### src/rtl/button_conditioner.sv
// Eight-channel push-button conditioner: synchroniser, debouncer, press strobe
// and rate-limited auto-repeat with opposing-direction cancellation.
module button_conditioner #(
  parameter int N_BUTTONS       = 8,
  parameter int DEBOUNCE_CYCLES = 50000,
  parameter int REPEAT_CYCLES   = 200000,
  parameter bit ACTIVE_LOW      = 1'b0
) (
  input  logic                 clk,
  input  logic                 rst_n,
  input  logic [N_BUTTONS-1:0] btn_raw,
  output logic [N_BUTTONS-1:0] btn_level,
  output logic [N_BUTTONS-1:0] btn_press,
  output logic [N_BUTTONS-1:0] btn_move,
  output logic                 any_active
);

  localparam int DW = (DEBOUNCE_CYCLES > 1) ? $clog2(DEBOUNCE_CYCLES) : 1;
  localparam int RW = (REPEAT_CYCLES > 1) ? $clog2(REPEAT_CYCLES) : 1;
  localparam logic [DW-1:0] D_LAST = DW'(DEBOUNCE_CYCLES - 1);
  localparam logic [RW-1:0] R_LAST = RW'(REPEAT_CYCLES - 1);

  logic [N_BUTTONS-1:0] pol_s;
  logic [N_BUTTONS-1:0] sync1_r;
  logic [N_BUTTONS-1:0] sync2_r;
  logic [N_BUTTONS-1:0] level_r;
  logic [N_BUTTONS-1:0] press_r;
  logic [N_BUTTONS-1:0] move_r;
  logic [DW-1:0]        dcnt_r     [N_BUTTONS];
  logic [DW-1:0]        dcnt_nxt_s [N_BUTTONS];
  logic [RW-1:0]        rcnt_r     [N_BUTTONS];
  logic [RW-1:0]        rcnt_nxt_s [N_BUTTONS];
  logic [N_BUTTONS-1:0] level_nxt_s;
  logic [N_BUTTONS-1:0] press_nxt_s;
  logic [N_BUTTONS-1:0] event_s;
  logic [N_BUTTONS-1:0] move_nxt_s;

  assign pol_s = ACTIVE_LOW ? ~btn_raw : btn_raw;

  // Debounce: level flips only after DEBOUNCE_CYCLES consecutive disagreeing samples
  always_comb begin
    level_nxt_s = level_r;
    for (int i = 0; i < N_BUTTONS; i++) begin
      dcnt_nxt_s[i] = '0;
      if (sync2_r[i] == level_r[i]) begin
        dcnt_nxt_s[i] = '0;
      end else if (dcnt_r[i] == D_LAST) begin
        level_nxt_s[i] = ~level_r[i];
        dcnt_nxt_s[i]  = '0;
      end else begin
        dcnt_nxt_s[i] = dcnt_r[i] + DW'(1);
      end
    end
  end

  // Auto-repeat; the partner's next level is used so same-cycle pair presses cancel
  always_comb begin
    press_nxt_s = level_nxt_s & ~level_r;
    event_s     = '0;
    move_nxt_s  = '0;
    for (int i = 0; i < N_BUTTONS; i++) begin
      rcnt_nxt_s[i] = '0;
      if (press_nxt_s[i]) begin
        rcnt_nxt_s[i] = '0;
        event_s[i]    = 1'b1;
      end else if (level_nxt_s[i] && level_r[i]) begin
        if (rcnt_r[i] == R_LAST) begin
          rcnt_nxt_s[i] = '0;
          event_s[i]    = 1'b1;
        end else begin
          rcnt_nxt_s[i] = rcnt_r[i] + RW'(1);
          event_s[i]    = 1'b0;
        end
      end else begin
        rcnt_nxt_s[i] = '0;
        event_s[i]    = 1'b0;
      end
      move_nxt_s[i] = event_s[i] & ~level_nxt_s[i ^ 1];
    end
  end

  // State and registered outputs
  always_ff @(posedge clk or negedge rst_n) begin
    if (!rst_n) begin
      sync1_r <= '0;
      sync2_r <= '0;
      level_r <= '0;
      press_r <= '0;
      move_r  <= '0;
      for (int i = 0; i < N_BUTTONS; i++) begin
        dcnt_r[i] <= '0;
        rcnt_r[i] <= '0;
      end
    end else begin
      sync1_r <= pol_s;
      sync2_r <= sync1_r;
      level_r <= level_nxt_s;
      press_r <= press_nxt_s;
      move_r  <= move_nxt_s;
      for (int i = 0; i < N_BUTTONS; i++) begin
        dcnt_r[i] <= dcnt_nxt_s[i];
        rcnt_r[i] <= rcnt_nxt_s[i];
      end
    end
  end

  assign btn_level  = level_r;
  assign btn_press  = press_r;
  assign btn_move   = move_r;
  assign any_active = |level_r;

endmodule

### config.mk
export PLATFORM = sky130hd
export DESIGN_NAME = button_conditioner
export DESIGN_NICKNAME = d
export VERILOG_FILES = /design/src/rtl/button_conditioner.sv
export SDC_FILE = /design/constraint.sdc
export NUM_CORES = 1
export LEC_CHECK = 0
export ABC_AREA = 1
export CAP_MARGIN = 20
export CORE_ASPECT_RATIO = 0.5
export CORE_UTILIZATION = 63
export CTS_CLUSTER_SIZE = 28
export DETAILED_ROUTE_END_ITERATION = 10
export PLACE_DENSITY = 0.83
export SLEW_MARGIN = 20
export SYNTH_ARGS = -nofsm -noshare
export SYNTH_HDL_FRONTEND = slang
export SYNTH_SLANG_ARGS = --single-unit
### constraint.sdc
create_clock -name clk -period 1.7 [get_ports clk]
set_input_delay 0.255 -clock clk [delete_from_list [all_inputs] [get_ports clk]]
set_output_delay 0.255 -clock clk [all_outputs]
set_load 0.005 [all_outputs]
=== After elaboration in Yosys (flattened, before gate mapping) ===
Index checks and enable logic that the tools add are counted.

* $add $sub $neg: 16
* Equal/unequal tests: 24
* Muxes and demuxes: 80
* Bitwise gates (word level): 26
* Reduce and logical (&&, ||, !) cells: 9

{| class="wikitable"
|+ Operators by type and width
! operator !! count
|-
| $mux W18 || 24
|-
| $mux W16 || 16
|-
| $add A18 B1 Y18 const B || 8
|-
| $eq A18 B18 Y1 const B || 8
|-
| $add A16 B1 Y16 const B || 8
|-
| $eq A16 B16 Y1 const B || 8
|-
| $mux W1 || 40
|-
| $not A1 Y1 || 16
|-
| $and A1 B1 Y1 || 8
|-
| $and A8 B8 Y8 || 1
|-
| $eq A1 B1 Y1 || 8
|-
| $logic_and A1 B1 Y1 || 8
|-
| $not A8 Y8 || 1
|-
| $reduce_or A8 Y1 || 1
|}

* Flip-flop bits (word level): 312
* Input port bits: 10
* Output and inout port bits: 25

=== Depth between registers and ports, before layout ===
Gate-level depths: netlist (run 1).

* Depth after elaboration: 7
* Mapped depth: 9

=== Worst setup path after synthesis (run 1) ===
No wires, ideal clock.

* Kind: register to register
* From: register dcnt_r[48] in the netlist's numbering
* To: register rcnt_r[64] in the netlist's numbering
* Setup time: 0.122 ns
* Arrival time: 1.239 ns
* Data required time: 1.578 ns
* Setup slack: 0.339 ns
* Stages on the path, launching flop included: 9
* Path buffers: 0
* Cells stage by stage: dfrtp_1 > ha_1 > nand3_2 > nor2_4 > nand2_4 > nand2_4 > nand2_4 > nand2_8 > nor2_2

{| class="wikitable"
|+ RTL lines
! what !! RTL line !! source
|-
| start, declared || 29 || <nowiki>logic [DW-1:0] dcnt_r [N_BUTTONS];</nowiki>
|-
| start signal, assigned by index || 101 || <nowiki>dcnt_r[i] <= dcnt_nxt_s[i];</nowiki>
|-
| end signal, assigned by index || 102 || <nowiki>rcnt_r[i] <= rcnt_nxt_s[i];</nowiki>
|-
| end, declared || 31 || <nowiki>logic [RW-1:0] rcnt_r [N_BUTTONS];</nowiki>
|}

=== Worst setup path in the final report (run 1) ===
* From: register level_r[7], in the netlist btn_level[7]
* To: output port any_active

* Word-level cells in the longest chain between the ends: 1

{| class="wikitable"
|+ RTL lines
! what !! RTL line !! source
|-
| start, declared || 26 || <nowiki>logic [N_BUTTONS-1:0] level_r;</nowiki>
|-
| start signal, assigned || 97 || <nowiki>level_r <= level_nxt_s;</nowiki>
|-
| $reduce_or A8 Y1 || 110 || <nowiki>assign any_active = |level_r;</nowiki>
|-
| end, declared || 15 || <nowiki>output logic any_active</nowiki>
|}

Every way passes these cells.

==> results of run 1 <==
worst max path at each step:
stage               slack (ns)                   start                    to  cells past startpoint
floorplan                 0.34    dcnt_r[48]$_DFF_PN0_  rcnt_r[64]$_DFF_PN0_                      8
global placement          0.10  btn_level[6]$_DFF_PN0_            any_active                      3
detailed placement        0.10  btn_level[6]$_DFF_PN0_            any_active                      3
CTS                      -0.11  btn_level[4]$_DFF_PN0_            any_active                      4
global route             -0.16  btn_level[1]$_DFF_PN0_            any_active                      3
finish                   -0.08  btn_level[7]$_DFF_PN0_            any_active                      3
power groups by stage:
| stage | clock network [mW] | logic (mW) | registers, mW |
|---|---|---|---|
| finish | 7.13 | 0.400 | 7.54 |
| global route | 7.58 | 0.461 | 7.54 |
| CTS | 7.24 | 0.407 | 7.54 |
| detailed placement | 0 | 0.396 | 7.68 |
| global placement | 0 | 0.386 | 7.67 |
| floorplan | 0 | 0.150 | 7.67 |
state kept, by name, indices dropped and copies added, names as in the netlist:
register,count
dcnt_r,128
btn_press,8
sync2_r,8
rcnt_r,144
btn_move,8
btn_level,8
sync1_r,8
cell type report:
class / count / area (µm²)
clock inverters: 15 / 238
clock buffers: 37 / 816
fillers: 1903 / 6810
flip-flops and latches: 312 / 7810
repair buffers: 62 / 618
well taps: 344 / 430
inverters: 221 / 841
multi-input cells: 1587 / 7940
critical path: cells and delay by family, from the launching register on:
family        cells  cell delay, ns
buf+inv           1            0.15
flops             1            0.46
simple gates      2            0.36
cells in the mapped netlist:
cell      number  area (µm²)
nor3b_1        4        30.0
or2_2          3        18.8
nor3b_2        2        25.0
o21bai_1      10        75.1
and2_4         1        8.76
inv_1        201         754
dfrtp_1      312        7810
nand2_4       10         113
inv_4          2        12.5
nor4_1         2        12.5
nand2_1      483        1810
nor2_2        46         288
nand3_1      123         616
a21oi_2        1        8.76
o21ai_0       18        90.1
and3_1         4        25.0
clkinv_1       1        3.75
nand3b_1       4        30.0
nand2_2       47         294
nor2_4        16         180
nor3_1        41         205
nor3_4         1        16.3
a21oi_1       36         180
ha_1          16         200
or2_0          1        6.26
inv_2         12        45.0
nand2_8        2        40.0
nand3_4        2        35.0
and2_1         2        12.5
nor2_1       514        1930
o21ai_1        2        10.0
clkinv_2       5        25.0
xnor2_1       55         482
nand4_1       27         169
or2_1          7        43.8
xor2_1        96         841
nand3_2       10         100
a31oi_1        1        6.26
routing by layer:
metal	track usage	vias up	part of all wire
met5	0	-	0
met4	0.0675	0	0.022
li1	-	6770	-
met3	0.0359	61	0.038
met2	0.453	249	0.48
met1	0.337	6211	0.46
cell families (layout without fill, tap and decap cells):
kind of cell	count (synthesis)	in the layout	synth area share
AND/OR/NAND/NOR	1352	1352	0.363
flip-flops	312	312	0.472
buffers and inverters	221	335	0.0508
XOR/XNOR	151	151	0.0799
AO/OA/AOI/OAI	68	68	0.0224
adder cells (fa/ha/maj)	16	16	0.0121
timing repair:
| item | CTS | global route |
|---|---|---|
| hold buffers | 1 | 0 |
| gates resized for setup | 25 | 8 |
| gates cloned | 0 | 0 |
| endpoints found under the setup margin | 11 | 48 |
| setup buffers | 7 | 3 |
| pin swaps | 1 | 2 |
| endpoints found under the hold margin | 312 | 0 |
cells in the final DEF (no fill, tap or decap), types with 27 or more instances in the layout:
cell type and count:
nand4_1 27, nand2_2 46, xnor2_1 55, nand2_1 483, nand3_1 123, clkbuf_16 29, nor2_2 46, a21oi_1 35
nor3_1 41, inv_1 201, nor2_1 513, xor2_1 96, dfrtp_1 308
per-stage QoR:
step	setup slack (ns)	instances	util
after floorplan	0.339	2120	-
after global placement	0.104	2515	0.687
after detailed placement	0.102	2515	0.687
after CTS	-0.112	2575	0.731
after global routing	-0.161	2578	0.733
final	-0.0783	2578	0.733
==> metrics.csv, run 1 <==
stage;metric;value;unit
detailed_routing;routed_via_density;5.16;
finish;finalNetCount;2238;
synth;ys_warn_count;0;
timing;finalMaxSlewViolations;0;
status;status;finished with violations;
setup_path;slowest_delay;0.46;ns
timing;min_period_over_period;1.05;
hold_path;holdCritStartpoint;btn_raw[5];
timing;finalSetupTns;-0.0783;ns
floorplan;start_util;0.649;
setup_path;ff2ff_path_depth;7;
pwr;p_comb_frac;0.027;
place;gp_congestion;0.912;
floorplan;die_y;117;µm
floorplan;num_rows;41;
detailed_routing;route.detailed.drc;0;
pwr;seqPwrFrac;0.500;
setup_path;path_class;flip-flop to output pin;
place;port_buffers;34;
global_route;grt.total_usage;0.257;
setup_path;crit_slowest_cell;dfrtp_2;
setup_path;r2r_slack;0.07;ns
detailed_routing;num_vias;13300;
detailed_routing;drt_iter0_markers;1093;
global_route;antenna_found_initial;0;
timing;final-hold-violation-count;0;
place;hpwl;23000;µm
timing;min_period;1.78;ns
timing;slew_headroom;0.685;
global_route;grt_pass1_vias;12600;
pwr;clkPwrFrac;0.473;
timing;fin_worst_skew;0.0102;ns
hold_path;hold_path.class;input pin to flip-flop;
finish;stdcell_area;0.0187;mm²
cts;htreeDepth;1;
place;post_dp_cell_area;0.0175;mm²
pwr;p_switching;3.17;mW
cts;cts_max_path_buffers;3;
synth;synth_area;0.0166;mm²
global_route;grt_pass1_wl;57400;µm
setup_path;crit_chain;nor4_2, nand2_1, buf_2;
synth;avgSynthCellArea;7.81;µm²
finish;syn_to_final_growth;12.9;%
status;violations;setup timing;
synth;synth_nets;2146;
pwr;swShare;0.210;
timing;worst_pin_slew;0.469;ns
setup_path;required;1.44;ns
detailed_routing;ant_nets;0;
floorplan;die_x;231;µm
detailed_routing;wl_per_cell;12.9;µm
hold_path;hold_depth;1;
synth;synthCells;2120;
floorplan;core_area;0.0255;mm²
timing;rsz0062_at_grt;yes;
timing;max_freq;562;MHz
setup_path;critPathMaxFanout;2;
global_route;grt-ovfl-total;0;
cts;cts-buffers-inserted;28;
detailed_routing;drt_pass1_iterations;7;
pwr;power.density;806;mW/mm²
flow_run;cap_viol_max_count;0;
timing;hold_ws;0.134;ns
pwr;internal_power;11.9;mW
setup_path;cp-start-kind;flip-flop;
cts;cts.sinks;312;
hold_path;min_to;sync1_r[5]$_DFF_PN0_;
detailed_routing;wirelength;33300;µm
timing;setup_viol;1;
synth;ys_seq_area_frac;0.472;
synth;synth_cell_types;38;
global_route;grt_max_degree;64;
setup_path;end_kind;output pin;
cts;cts_tree;done;
finish;final_layout_size_suffix_gt1_frac;0.111;
synth;synth_seq_cells;312;
pwr;peakVddDrop;0.747;mV
pwr;report.power.total;15.1;mW
pwr;p_leak;7.96;nW
setup_path;r2r-start;btn_level[1]$_DFF_PN0_;
setup_path;cp_data_arrival_time;1.52;ns
cts;root_buffer;clkbuf_16;
cts;insertion_delay;0.56;ns
floorplan;die_area;0.0270;mm²
setup_path;r2r-end;dcnt_r[105]$_DFF_PN0_;
timing;fin_ws;-0.0783;ns
finish;antenna_cells;0;
floorplan;ios;35;
cts;path_clk_slew;0.07;ns
Power figures use the tool's default switching activity.
==> run 2: changes to the inputs <==
CTS_CLUSTER_DIAMETER = 150   (was not set)
REMOVE_ABC_BUFFERS = 1   (was not set)
==> run 2 against run 1 <==
Against the previous run:
- the flow still finishes with violations (setup timing)
- register-to-register slack gained 0.04 ns
- critical path depth is the same
- clock power shrank 45%
- fmax grew 2.1%
- die area is the same
- core utilization shrank 2.5 points
- global-route usage shrank 1.2 points
- cell area shrank 3.5%
- final cell count shrank 1.4%
- critical path type unchanged
- largest power group unchanged
- highest routed layer unchanged
==> metrics.csv, run 2 (synthesized netlist as in run 1, its figures left out) <==
stage;metric;value;unit
status;status;finished with violations;
status;violations;setup timing;
setup_path;critPathMaxFanout;2;
finish;final_cell_mix;nor2_1, nand2_1, dfrtp_1;
place;port_buffers;34;
cts;cts_max_path_buffers;3;
detailed_routing;ant_nets;0;
pwr;clkPwrFrac;0.333;
floorplan;core_area;0.0255;mm²
floorplan;die_area;0.0270;mm²
pwr;swShare;0.222;
pwr;report.power.total;11.9;mW
global_route;grt.total_usage;0.245;
pwr;p_comb_frac;0.033;
setup_path;cp_data_arrival_time;1.49;ns
cts;cts_tree;done;
timing;fin_ws;-0.0419;ns
detailed_routing;routed_via_density;5.11;
flow_run;cap_viol_max_count;0;
cts;root_buffer;clkbuf_16;
setup_path;end_kind;output pin;
detailed_routing;num_vias;13000;
floorplan;ios;35;
detailed_routing;wl_met3;1050;µm
hold_path;hold_path.class;input pin to flip-flop;
cts;path_clk_slew;0.11;ns
finish;fin_util;0.708;
setup_path;crit_chain;nor4_4, nand2_1, buf_2;
finish;reg.largest.list;rcnt_r x144, dcnt_r x128;
place;hpwl;23000;µm
floorplan;num_rows;41;
detailed_routing;drt_pass1_iterations;5;
pwr;internal_power;9.24;mW
timing;max_freq;574;MHz
floorplan;die_x;231;µm
finish;regMostFlops;rcnt_r;
pwr;power.density;658;mW/mm²
setup_path;required;1.44;ns
pwr;p_leak;7.63;nW
detailed_routing;wirelength;31600;µm
cts;cts.sinks;312;
detailed_routing;drt_iter0_markers;910;
detailed_routing;met2_length;15200;µm
timing;worst_pin_slew;0.468;ns
place;gp_congestion;0.912;
cts;cts-buffers-inserted;15;
detailed_routing;route.detailed.drc;0;
timing;rsz0062_at_grt;yes;
timing;min_period;1.74;ns
pwr;peakVddDrop;0.861;mV
finish;syn_to_final_growth;9.02;%
finish;layout_commonest_cell;nor2_1;
finish;finalNetCount;2224;
finish;largest_reg_flops;144;
floorplan;start_util;0.649;
cts;insertion_delay;0.51;ns
setup_path;path_delay_family;flip-flops;
setup_path;path_class;flip-flop to output pin;
finish;antenna_cells;0;
timing;slew_headroom;0.685;
timing;setup_viol;1;
setup_path;cp-start-kind;flip-flop;
detailed_routing;wl_per_cell;12.4;µm
cts;htreeDepth;1;
setup_path;r2r_slack;0.11;ns
global_route;grt-ovfl-total;0;
timing;fin_worst_skew;0.0285;ns
pwr;p_switching;2.63;mW
pwr;seqPwrFrac;0.634;
finish;final_layout_size_suffix_gt1_frac;0.0974;
setup_path;slowest_delay;0.48;ns
setup_path;crit_slowest_cell;dfrtp_2;
global_route;antenna_found_initial;0;
timing;finalMaxSlewViolations;0;
detailed_routing;top_layer;met4;
timing;finalSetupTns;-0.0419;ns
timing;min_period_over_period;1.02;
timing;final-hold-violation-count;0;
setup_path;worstPathBufferInverterCount;1;
global_route;grt_pass1_vias;12100;
floorplan;die_y;117;µm
detailed_routing;met1_length;15000;µm
global_route;grt_max_degree;64;
global_route;grt_pass1_wl;54800;µm
==> run 2: cell count changes in the layout (fill, tap and decap cells not counted), moves of 5 or more <==
cell,delta
clkbuf_8,-6
clkinv_2,-5
bufinv_16,-6
clkbuf_16,-14
==> run 2: cell type report <==
class,instances,area (µm²)
tap,344,430
clock inverter,1,30.0
multi-input combinational,1587,7940
sequential,312,7810
clock buffer,15,375
timing repair buffer,61,613
inverter,221,841
fill,2004,7450
==> run 2: power groups by stage <==
stage	combinational, mW	clock, mW	sequential, mW
after floorplan	0.150	0	7.67
after global placement	0.386	0	7.67
after detailed placement	0.396	0	7.68
after CTS	0.399	4.07	7.53
after global routing	0.454	4.37	7.54
final	0.390	3.95	7.53
==> run 2: timing repair <==
item | in CTS | in global routing
setup buffers | 7 | 2
gates resized for setup | 22 | 10
hold endpoints to repair | 308 | 0
pin swaps | 1 | 1
cloned | 0 | 0
setup endpoints to repair | 9 | 46
hold buffers | 1 | 0
==> run 2: path summary, 6_finish.rpt <==
path,startpoint,to,cells past startpoint
worst max-delay path,btn_level[7]$_DFF_PN0_,any_active,3
worst min-delay path,btn_raw[0],sync1_r[0]$_DFF_PN0_,1
worst max register to register,btn_level[1]$_DFF_PN0_,dcnt_r[111]$_DFF_PN0_,7
worst min register to register,sync1_r[5]$_DFF_PN0_,sync2_r[5]$_DFF_PN0_,0
max in group asynchronous,rst_n,dcnt_r[96]$_DFF_PN0_,3
min in group asynchronous,rst_n,rcnt_r[15]$_DFF_PN0_,2
==> run 2: stage by stage <==
stage | std cells | hold WS (ns) | instance area [µm²] | setup WS [ns]
after floorplan | 2120 | -0.0406 | 16600 | 0.339
after global placement | 2515 | 0.146 | 17500 | 0.104
after detailed placement | 2515 | 0.147 | 17500 | 0.102
after CTS | 2539 | 0.160 | 18000 | -0.0811
after global routing | 2541 | 0.151 | 18000 | -0.114
final | 2541 | 0.175 | 18000 | -0.0419
==> run 2: routing by layer <==
metal  global-route usage  vias to the layer above
li1                     -                     6717
met1                0.331                     6069
met2                0.430                      177
met3               0.0347                       34
met4               0.0393                        0
met5                    0                        -
==> run 3: changes to the inputs <==
HOLD_SLACK_MARGIN = 0.06   (was not set)
SKIP_LAST_GASP = 1   (was not set)
==> results of run 3 <==
The final DEF is identical to that of run 2; final timing and power are the same.
Main changes from that run: number of gates resized after CTS 22 -> 21
